File: src/rtl/video_out_reader.sv
// Wishbone read master that streams an 8-bit greyscale frame from RAM to a video sink,
// with a small word FIFO between the bus side and the raster timing generator.
module video_out_reader #(
  parameter int H_ACTIVE   = 640,
  parameter int H_BLANK    = 160,
  parameter int V_ACTIVE   = 480,
  parameter int V_BLANK    = 40,
  parameter int FIFO_DEPTH = 16
) (
  input  logic        p_clk,
  input  logic        p_resetn,
  input  logic        enable,
  input  logic [31:0] frame_base,
  output logic        irq,
  output logic        underflow,
  output logic        line_valid,
  output logic        frame_valid,
  output logic [7:0]  pixel_out,
  input  logic [31:0] p_wb_DAT_I,
  input  logic        p_wb_ACK_I,
  input  logic        p_wb_ERR_I,
  input  logic        p_wb_RTY_I,
  output logic [31:0] p_wb_ADR_O,
  output logic [31:0] p_wb_DAT_O,
  output logic        p_wb_CYC_O,
  output logic        p_wb_STB_O,
  output logic        p_wb_WE_O,
  output logic [3:0]  p_wb_SEL_O,
  output logic        p_wb_LOCK_O
);
  localparam int H_TOTAL = H_ACTIVE + H_BLANK;
  localparam int V_TOTAL = V_ACTIVE + V_BLANK;
  localparam int WORDS   = H_ACTIVE * V_ACTIVE / 4;
  localparam int HW      = $clog2(H_TOTAL);
  localparam int VW      = $clog2(V_TOTAL);
  localparam int IW      = $clog2(WORDS + 1);
  localparam int PW      = $clog2(FIFO_DEPTH);
  localparam int CW      = PW + 1;

  localparam logic [HW-1:0] H_LAST = HW'(H_TOTAL - 1);
  localparam logic [HW-1:0] H_ACT  = HW'(H_ACTIVE);
  localparam logic [VW-1:0] V_LAST = VW'(V_TOTAL - 1);
  localparam logic [VW-1:0] V_ACT  = VW'(V_ACTIVE);
  localparam logic [IW-1:0] W_END  = IW'(WORDS);
  localparam logic [CW-1:0] DEPTH  = CW'(FIFO_DEPTH);

  typedef enum logic [1:0] {IDLE, PREFETCH, RUN, STOP} state_t;

  state_t          state_reg, state_next;
  logic [HW-1:0]   h_cnt;
  logic [VW-1:0]   v_cnt;
  logic [31:0]     base_reg;
  logic [IW-1:0]   word_idx;
  logic            cyc_reg;
  logic            stale_reg;
  logic [31:0]     mem [FIFO_DEPTH];
  logic [PW-1:0]   wr_ptr, rd_ptr;
  logic [CW-1:0]   count_reg;
  logic [1:0]      byte_sel;
  logic            frame_valid_reg, line_valid_reg, irq_reg, underflow_reg;
  logic [7:0]      pixel_reg;

  logic            running, active, frame_end, term, fifo_empty, fifo_full;
  logic            push, pop, fetch_ok, flush;
  logic [31:0]     head;
  logic [7:0]      head_byte;

  assign running    = (state_reg == RUN);
  assign active     = running && (v_cnt < V_ACT) && (h_cnt < H_ACT);
  assign frame_end  = running && (h_cnt == '0) && (v_cnt == V_ACT);
  assign term       = cyc_reg && (p_wb_ACK_I || p_wb_ERR_I || p_wb_RTY_I);
  assign fifo_empty = (count_reg == '0);
  assign fifo_full  = (count_reg == DEPTH);
  // A read still in flight across a frame boundary belongs to the old frame: drop its data.
  assign push       = cyc_reg && p_wb_ACK_I && !stale_reg && !frame_end;
  assign pop        = active && (byte_sel == 2'd3) && !fifo_empty;
  assign fetch_ok   = (state_reg == PREFETCH || running) && !cyc_reg && !frame_end
                      && (count_reg < DEPTH) && (word_idx < W_END);
  assign flush      = frame_end || (state_reg == STOP) || (state_reg == IDLE);
  assign head       = mem[rd_ptr];

  always_comb begin
    head_byte = head[7:0];
    case (byte_sel)
      2'd1:    head_byte = head[15:8];
      2'd2:    head_byte = head[23:16];
      2'd3:    head_byte = head[31:24];
      default: head_byte = head[7:0];
    endcase
  end

  always_comb begin
    state_next = state_reg;
    case (state_reg)
      IDLE:     if (enable) state_next = PREFETCH;
      PREFETCH: if (!cyc_reg && (fifo_full || word_idx == W_END)) state_next = RUN;
      RUN:      if (frame_end && !enable) state_next = STOP;
      STOP:     if (!cyc_reg) state_next = IDLE;
      default:  state_next = IDLE;
    endcase
  end

  always_ff @(posedge p_clk or negedge p_resetn) begin
    if (!p_resetn) state_reg <= IDLE;
    else           state_reg <= state_next;
  end

  always_ff @(posedge p_clk or negedge p_resetn) begin
    if (!p_resetn) begin
      h_cnt           <= '0;
      v_cnt           <= '0;
      base_reg        <= '0;
      word_idx        <= '0;
      cyc_reg         <= 1'b0;
      stale_reg       <= 1'b0;
      wr_ptr          <= '0;
      rd_ptr          <= '0;
      count_reg       <= '0;
      byte_sel        <= '0;
      frame_valid_reg <= 1'b0;
      line_valid_reg  <= 1'b0;
      irq_reg         <= 1'b0;
      underflow_reg   <= 1'b0;
      pixel_reg       <= '0;
    end else begin
      if (running) begin
        if (h_cnt == H_LAST) begin
          h_cnt <= '0;
          v_cnt <= (v_cnt == V_LAST) ? '0 : v_cnt + VW'(1);
        end else begin
          h_cnt <= h_cnt + HW'(1);
        end
      end else begin
        h_cnt <= '0;
        v_cnt <= '0;
      end

      if ((state_reg == IDLE && enable) || frame_end) base_reg <= frame_base;

      if (state_reg == IDLE || frame_end) word_idx <= '0;
      else if (push)                      word_idx <= word_idx + IW'(1);

      // ERR/RTY leave word_idx alone, so the next issue repeats the same address.
      if (cyc_reg) begin
        if (term) cyc_reg <= 1'b0;
      end else if (fetch_ok) begin
        cyc_reg <= 1'b1;
      end

      if (term)                 stale_reg <= 1'b0;
      else if (frame_end && cyc_reg) stale_reg <= 1'b1;

      if (flush) begin
        wr_ptr    <= '0;
        rd_ptr    <= '0;
        count_reg <= '0;
        byte_sel  <= '0;
      end else begin
        if (push) wr_ptr <= wr_ptr + PW'(1);
        if (pop)  rd_ptr <= rd_ptr + PW'(1);
        count_reg <= count_reg + CW'(push) - CW'(pop);
        // Byte slots advance with raster time even when starved, so lost pixels are not caught up.
        if (active) byte_sel <= byte_sel + 2'd1;
      end

      frame_valid_reg <= running && (v_cnt < V_ACT);
      line_valid_reg  <= active;
      irq_reg         <= frame_end;
      pixel_reg       <= (active && !fifo_empty) ? head_byte : 8'h00;

      if (state_reg == STOP)          underflow_reg <= 1'b0;
      else if (active && fifo_empty)  underflow_reg <= 1'b1;
    end
  end

  always_ff @(posedge p_clk) begin
    if (push) mem[wr_ptr] <= p_wb_DAT_I;
  end

  assign irq         = irq_reg;
  assign underflow   = underflow_reg;
  assign line_valid  = line_valid_reg;
  assign frame_valid = frame_valid_reg;
  assign pixel_out   = pixel_reg;
  assign p_wb_ADR_O  = cyc_reg ? base_reg + (32'(word_idx) << 2) : 32'h0;
  assign p_wb_DAT_O  = 32'h0;
  assign p_wb_CYC_O  = cyc_reg;
  assign p_wb_STB_O  = cyc_reg;
  assign p_wb_WE_O   = 1'b0;
  assign p_wb_SEL_O  = 4'hF;
  assign p_wb_LOCK_O = 1'b0;
endmodule

File: config.mk
export PLATFORM = sky130hd
export DESIGN_NAME = video_out_reader
export DESIGN_NICKNAME = d
export VERILOG_FILES = /design/src/rtl/video_out_reader.sv
export SDC_FILE = /design/constraint.sdc
export NUM_CORES = 1
export LEC_CHECK = 0
export BUFFER_PORTS_ARGS = -buffer_cell sky130_fd_sc_hd__buf_2
export CORE_MARGIN = 4
export CORE_UTILIZATION = 40
export CTS_BUF_LIST = sky130_fd_sc_hd__clkbuf_16
export DETAILED_ROUTE_END_ITERATION = 6
export MAX_ROUTING_LAYER = met4
export PLACE_DENSITY = 0.6
export SYNTH_ARGS = -nofsm -noshare
export SYNTH_HDL_FRONTEND = slang
export SYNTH_SLANG_ARGS = --single-unit
export TNS_END_PERCENT = 30
File: constraint.sdc
create_clock -name p_clk -period 6.5 [get_ports p_clk]
set_clock_uncertainty 0.1 [all_clocks]
set_input_delay 1.3 -clock p_clk [delete_from_list [all_inputs] [get_ports p_clk]]
set_output_delay 1.3 -clock p_clk [all_outputs]
set_load 0.01 [all_outputs]
* Yosys cells after proc, flatten, opt, wreduce, memory -nomap -nowiden
Memories as Yosys holds them, arrays and structs flattened.
Index checks and enable logic that the tools add are counted.
** Word-level totals
- Memories kept :: 1
- RAM bits :: 512
- Input port bits :: 70
- Register bits :: 100
** Memory list
- mem :: words 16, bits a word 32, rd ports 1, clocked after memory_dff 0, write ports 1, RTL line 56 : logic [31:0] mem [FIFO_DEPTH];
** Operators by class
- Add/sub/neg operators :: 9
- Multiplexer cells :: 31
- Reduce and logical (&&, ||, !) cells :: 43
- $lt $le $gt $ge :: 4
- Equal/unequal tests :: 16
** Operators by type and width (count)
- 2-to-1 mux 10 bit :: 5
- 2-to-1 mux 17 bit :: 2
- adder 32 x 19 -> 32 bit :: 1
- 2-to-1 mux 32 bit :: 1
- case mux 8 bit (3 select lines) :: 1
- adder 10 x 1 -> 10 bit (second input constant) :: 2
- equality test 10 bit (second input constant) :: 2
- logical AND 1 bit :: 20
- adder 17 x 1 -> 17 bit (second input constant) :: 1
- equality test 17 bit (second input constant) :: 1
- < comparator 17 bit (second input constant) :: 1
- 2-to-1 mux 4 bit :: 4
- 2-to-1 mux 2 bit :: 6
- nonzero test 2 bit :: 6
- equality test 10 x 9 -> 1 bit (second input constant) :: 1
- zero test 10 bit :: 1
- < comparator 10 bit (second input constant) :: 1
- < comparator 10 x 9 -> 1 bit (second input constant) :: 1
- 2-to-1 mux 1 bit :: 9
- adder 4 x 1 -> 4 bit (second input constant) :: 2
- equality test 2 bit (second input constant) :: 4
- logical OR 1 bit :: 8
- 2-to-1 mux 8 bit :: 1
- case mux 2 bit (4 select lines) :: 1
- other kinds (13) :: 21

* Depth between registers and ports, before layout
- Word-level depth :: 9
- Depth in mapped cells :: 16
- Depth with buffers taken out :: 16

* Worst setup path before layout
No wires, ideal clock.
- Kind :: register to output
- Start :: register word_idx[12]
- End :: output p_wb_ADR_O[26]
- Data arrival time :: 2.198 ns
- Path buffers :: 0
- Slack :: 2.902 ns
- Required time :: 5.100 ns
- Cell stages (with the launch flop) :: 8
- Cells stage by stage :: dfrtp_1 ha_1 nand2_1 or3_4 a211oi_4 o31ai_2 or3_1 a21oi_1
** On the way
- Cells in the longest elaborated chain, start to end :: 2
** Ends and longest elaborated chain
- start: declaration :: RTL line 53 : logic [IW-1:0] word_idx;
- start signal: assignment :: RTL line 141 : else if (push) word_idx <= word_idx + IW'(1);
- adder 32 x 19 -> 32 bit :: RTL line 185 : assign p_wb_ADR_O = cyc_reg ? base_reg + (32'(word_idx) << 2) : 32'h0;
- 2-to-1 mux 32 bit :: RTL line 185
- end: declaration :: RTL line 23 : output logic [31:0] p_wb_ADR_O,
Every way passes these cells.

* Final worst setup path
- Start :: register word_idx[0]
- End :: output p_wb_ADR_O[18]
The elaborated chain is that of the path after synthesis.

==> out/qor.csv <==
metric,value,unit
crit_arrival,3170,ps
vdd_ir_drop_max,0.188,mV
clk_path_buf_depth,3,
hold_path.class,reg2reg,
vias,14545,
worst_ep_required_time,5100,ps
synth-adder-area-share,2.19,%
die_h,265,um
r2r_start,state_reg[0],
dr.pass1.iters,5,
syn_area,0.0263,mm2
synth_compound_area_share,5.52,%
drc,0,
critPathCapture,p_wb_ADR_O[18],
cts_tree,yes,
drt-initial-drc-count,1097,
totalWireLength,61.4,mm
grt_overflow,0,
maxCapViolCount,0,
synthMuxAreaShare,12.7,%
drt-vias-per-instance,5.41,
timing.rr.end,count_reg[4],
area_delta_synth_final,13.0,%
layout-drive-gt1-share,18.9,%
portBuffers,115,
setup_viol_count_final,0,
powerDensity,332,mW/mm2
wl_per_cell,22.8,um
ys_ff_latch,612,
maxSlewViolCount,0,
antenna_found_initial,7,
die_area,0.0700,mm2
synth_edf_count,512,
ys_types,75,
track_usage,17.9,%
outcome,"finished, final reports clean",
period_share,70.2,%
grt_pass1_wl,92.6,mm
cts_resized,0,
startpoint_type,flop,
p_leak,10.2,nW
synth_top_family_by_area,multiplexers,
reg2reg_depth,15,
synthCells,1643,
synth-simple-area-share,6.67,%
largest_register_ffs,512,
start_util,40.6,%
synth_xor_xnor_area_share,1.60,%
worst_pin_slew,1110,ps
final_antenna_net_count,0,
cts-buffers-inserted,68,
async_flop_share,16.3,%
crit_path_max_fanout,6,
clk_latency,620,ps
num_io_pins,154,
ys_seq_area_share,67.9,%
yosysWarnings,0,
crit_type,reg2out,
finalNonFillerCells,2690,
fp.dieW,265,um
crit_start,word_idx[0],
fmax,219,MHz
core,0.0648,mm2
postSynthAreaPerCell,16.0,um2
clock-sinks,612,
fin_tns_setup,0,ps
cts-hold-fix-buffers,0,
first_global_vias,14803,
r2r_slack,2570,ps
place_inst,2563,
min_period,4570,ps
cts_root_buf,clkbuf_16,
clk_pin_slew,50,ps
cts_setup_buffers,0,
holdPathStages,1,
layout.nets,1893,
dp_hpwl,36.7,mm
slew-limit-headroom,26.2,%
ys.flop_type,edfxtp_1,
hold_violations,0,
rows,93,
grt_max_degree,71,
cp-end-kind,output port,
htreeDepth,3,
gp_congestion,0.844,
rsz0062_at_grt,no,
==> worst min path at each step <==
stage                     slack, ps     endpoint        start
after floorplan                 350  base_reg[0]  base_reg[0]
after global placement          360  base_reg[0]  base_reg[0]
after detailed placement        370  base_reg[1]  base_reg[1]
after CTS                       390  base_reg[1]  base_reg[1]
after global routing            410  base_reg[1]  base_reg[1]
final                           380  base_reg[1]  base_reg[1]
==> layout by cell type, fill, tap and decap left out, types with 38 or more instances in the layout <==
cell type  netlist  routed
a21oi_1         47      47
a22oi_1         51      51
buf_2           17     114
clkbuf_16        0      71
conb_1           2      38
dfrtp_1        100      97
edfxtp_1       512     512
ha_1            43      43
inv_1           30      44
mux2i_1        145     145
mux4_2          67      67
nand2_1         75      75
nor2_1          79      78
==> report_power, final <==
part | internal [mW] | switching [mW]
logic | 0.583 | 0.958
registers | 4.49 | 0.177
clock network | 2.12 | 1.57
total | 7.19 | 2.70
==> final cells by class <==
cell class / count / area (um2)
fillers: 5607 / 35000
flip-flops and latches: 612 / 17900
multi-input cells: 924 / 7740
clock buffers: 71 / 1780
well taps: 855 / 1070
repair buffers: 142 / 793
clock inverters: 50 / 374
inverters: 30 / 113
diodes: 6 / 15.0
==> cell usage after synthesis, drive strengths merged, types with 21 or more instances <==
| master | instances | area (um2) |
|---|---|---|
| and2 | 28 | 175 |
| nor2 | 80 | 303 |
| ha | 43 | 538 |
| clkbuf | 30 | 114 |
| dfrtp | 100 | 2500 |
| inv | 30 | 113 |
| nand2b | 21 | 139 |
| mux4 | 67 | 1510 |
| xor2 | 29 | 254 |
| mux2 | 35 | 398 |
| edfxtp | 512 | 15400 |
| buf | 83 | 664 |
| mux2i | 145 | 1450 |
| nand2 | 75 | 282 |
| nand3 | 39 | 205 |
| o21ai | 35 | 175 |
| a21oi | 47 | 235 |
| a22oi | 51 | 383 |
==> routing by layer <==
layer / GRT usage, % / part of all wire (%)
met1: 23.7 / 44
met2: 28.1 / 48
met3: 3.78 / 5.8
met4: 5.18 / 2.3
met5: - / 0
==> worst max-delay path, stage by stage, from the launching register on <==
cell and delay, ps:
dfrtp_1 450, ha_1 260, fa_1 420, a21o_1 190, nand4_1 190, nand2_1 150, a211oi_2 340, o21bai_1 150
mux2i_1 220, buf_2 170
==> kinds of logic after synthesis <==
kind of cell	after synthesis
buffers and inverters	143
multiplexers	247
flip-flops	612
AO/OA/AOI/OAI	209
AND/OR/NAND/NOR	337
other	2
adder cells (fa/ha/maj)	45
XOR/XNOR	48
==> per-stage QoR <==
step | power (mW) | utilization [%] | setup slack (ps) | hold WS, ps | instance area, um2
floorplan | 5.74 | - | 2900 | 350 | 26500
global placement | 6.25 | 42.6 | 2650 | 360 | 27600
detailed placement | 6.29 | 42.6 | 2590 | 374 | 27600
CTS | 9.98 | 45.9 | 1920 | 387 | 29700
global route | 10.3 | 45.9 | 1830 | 409 | 29800
finish | 9.89 | 45.9 | 1930 | 382 | 29800
No activity file was read; power rests on OpenSTA's default activity.
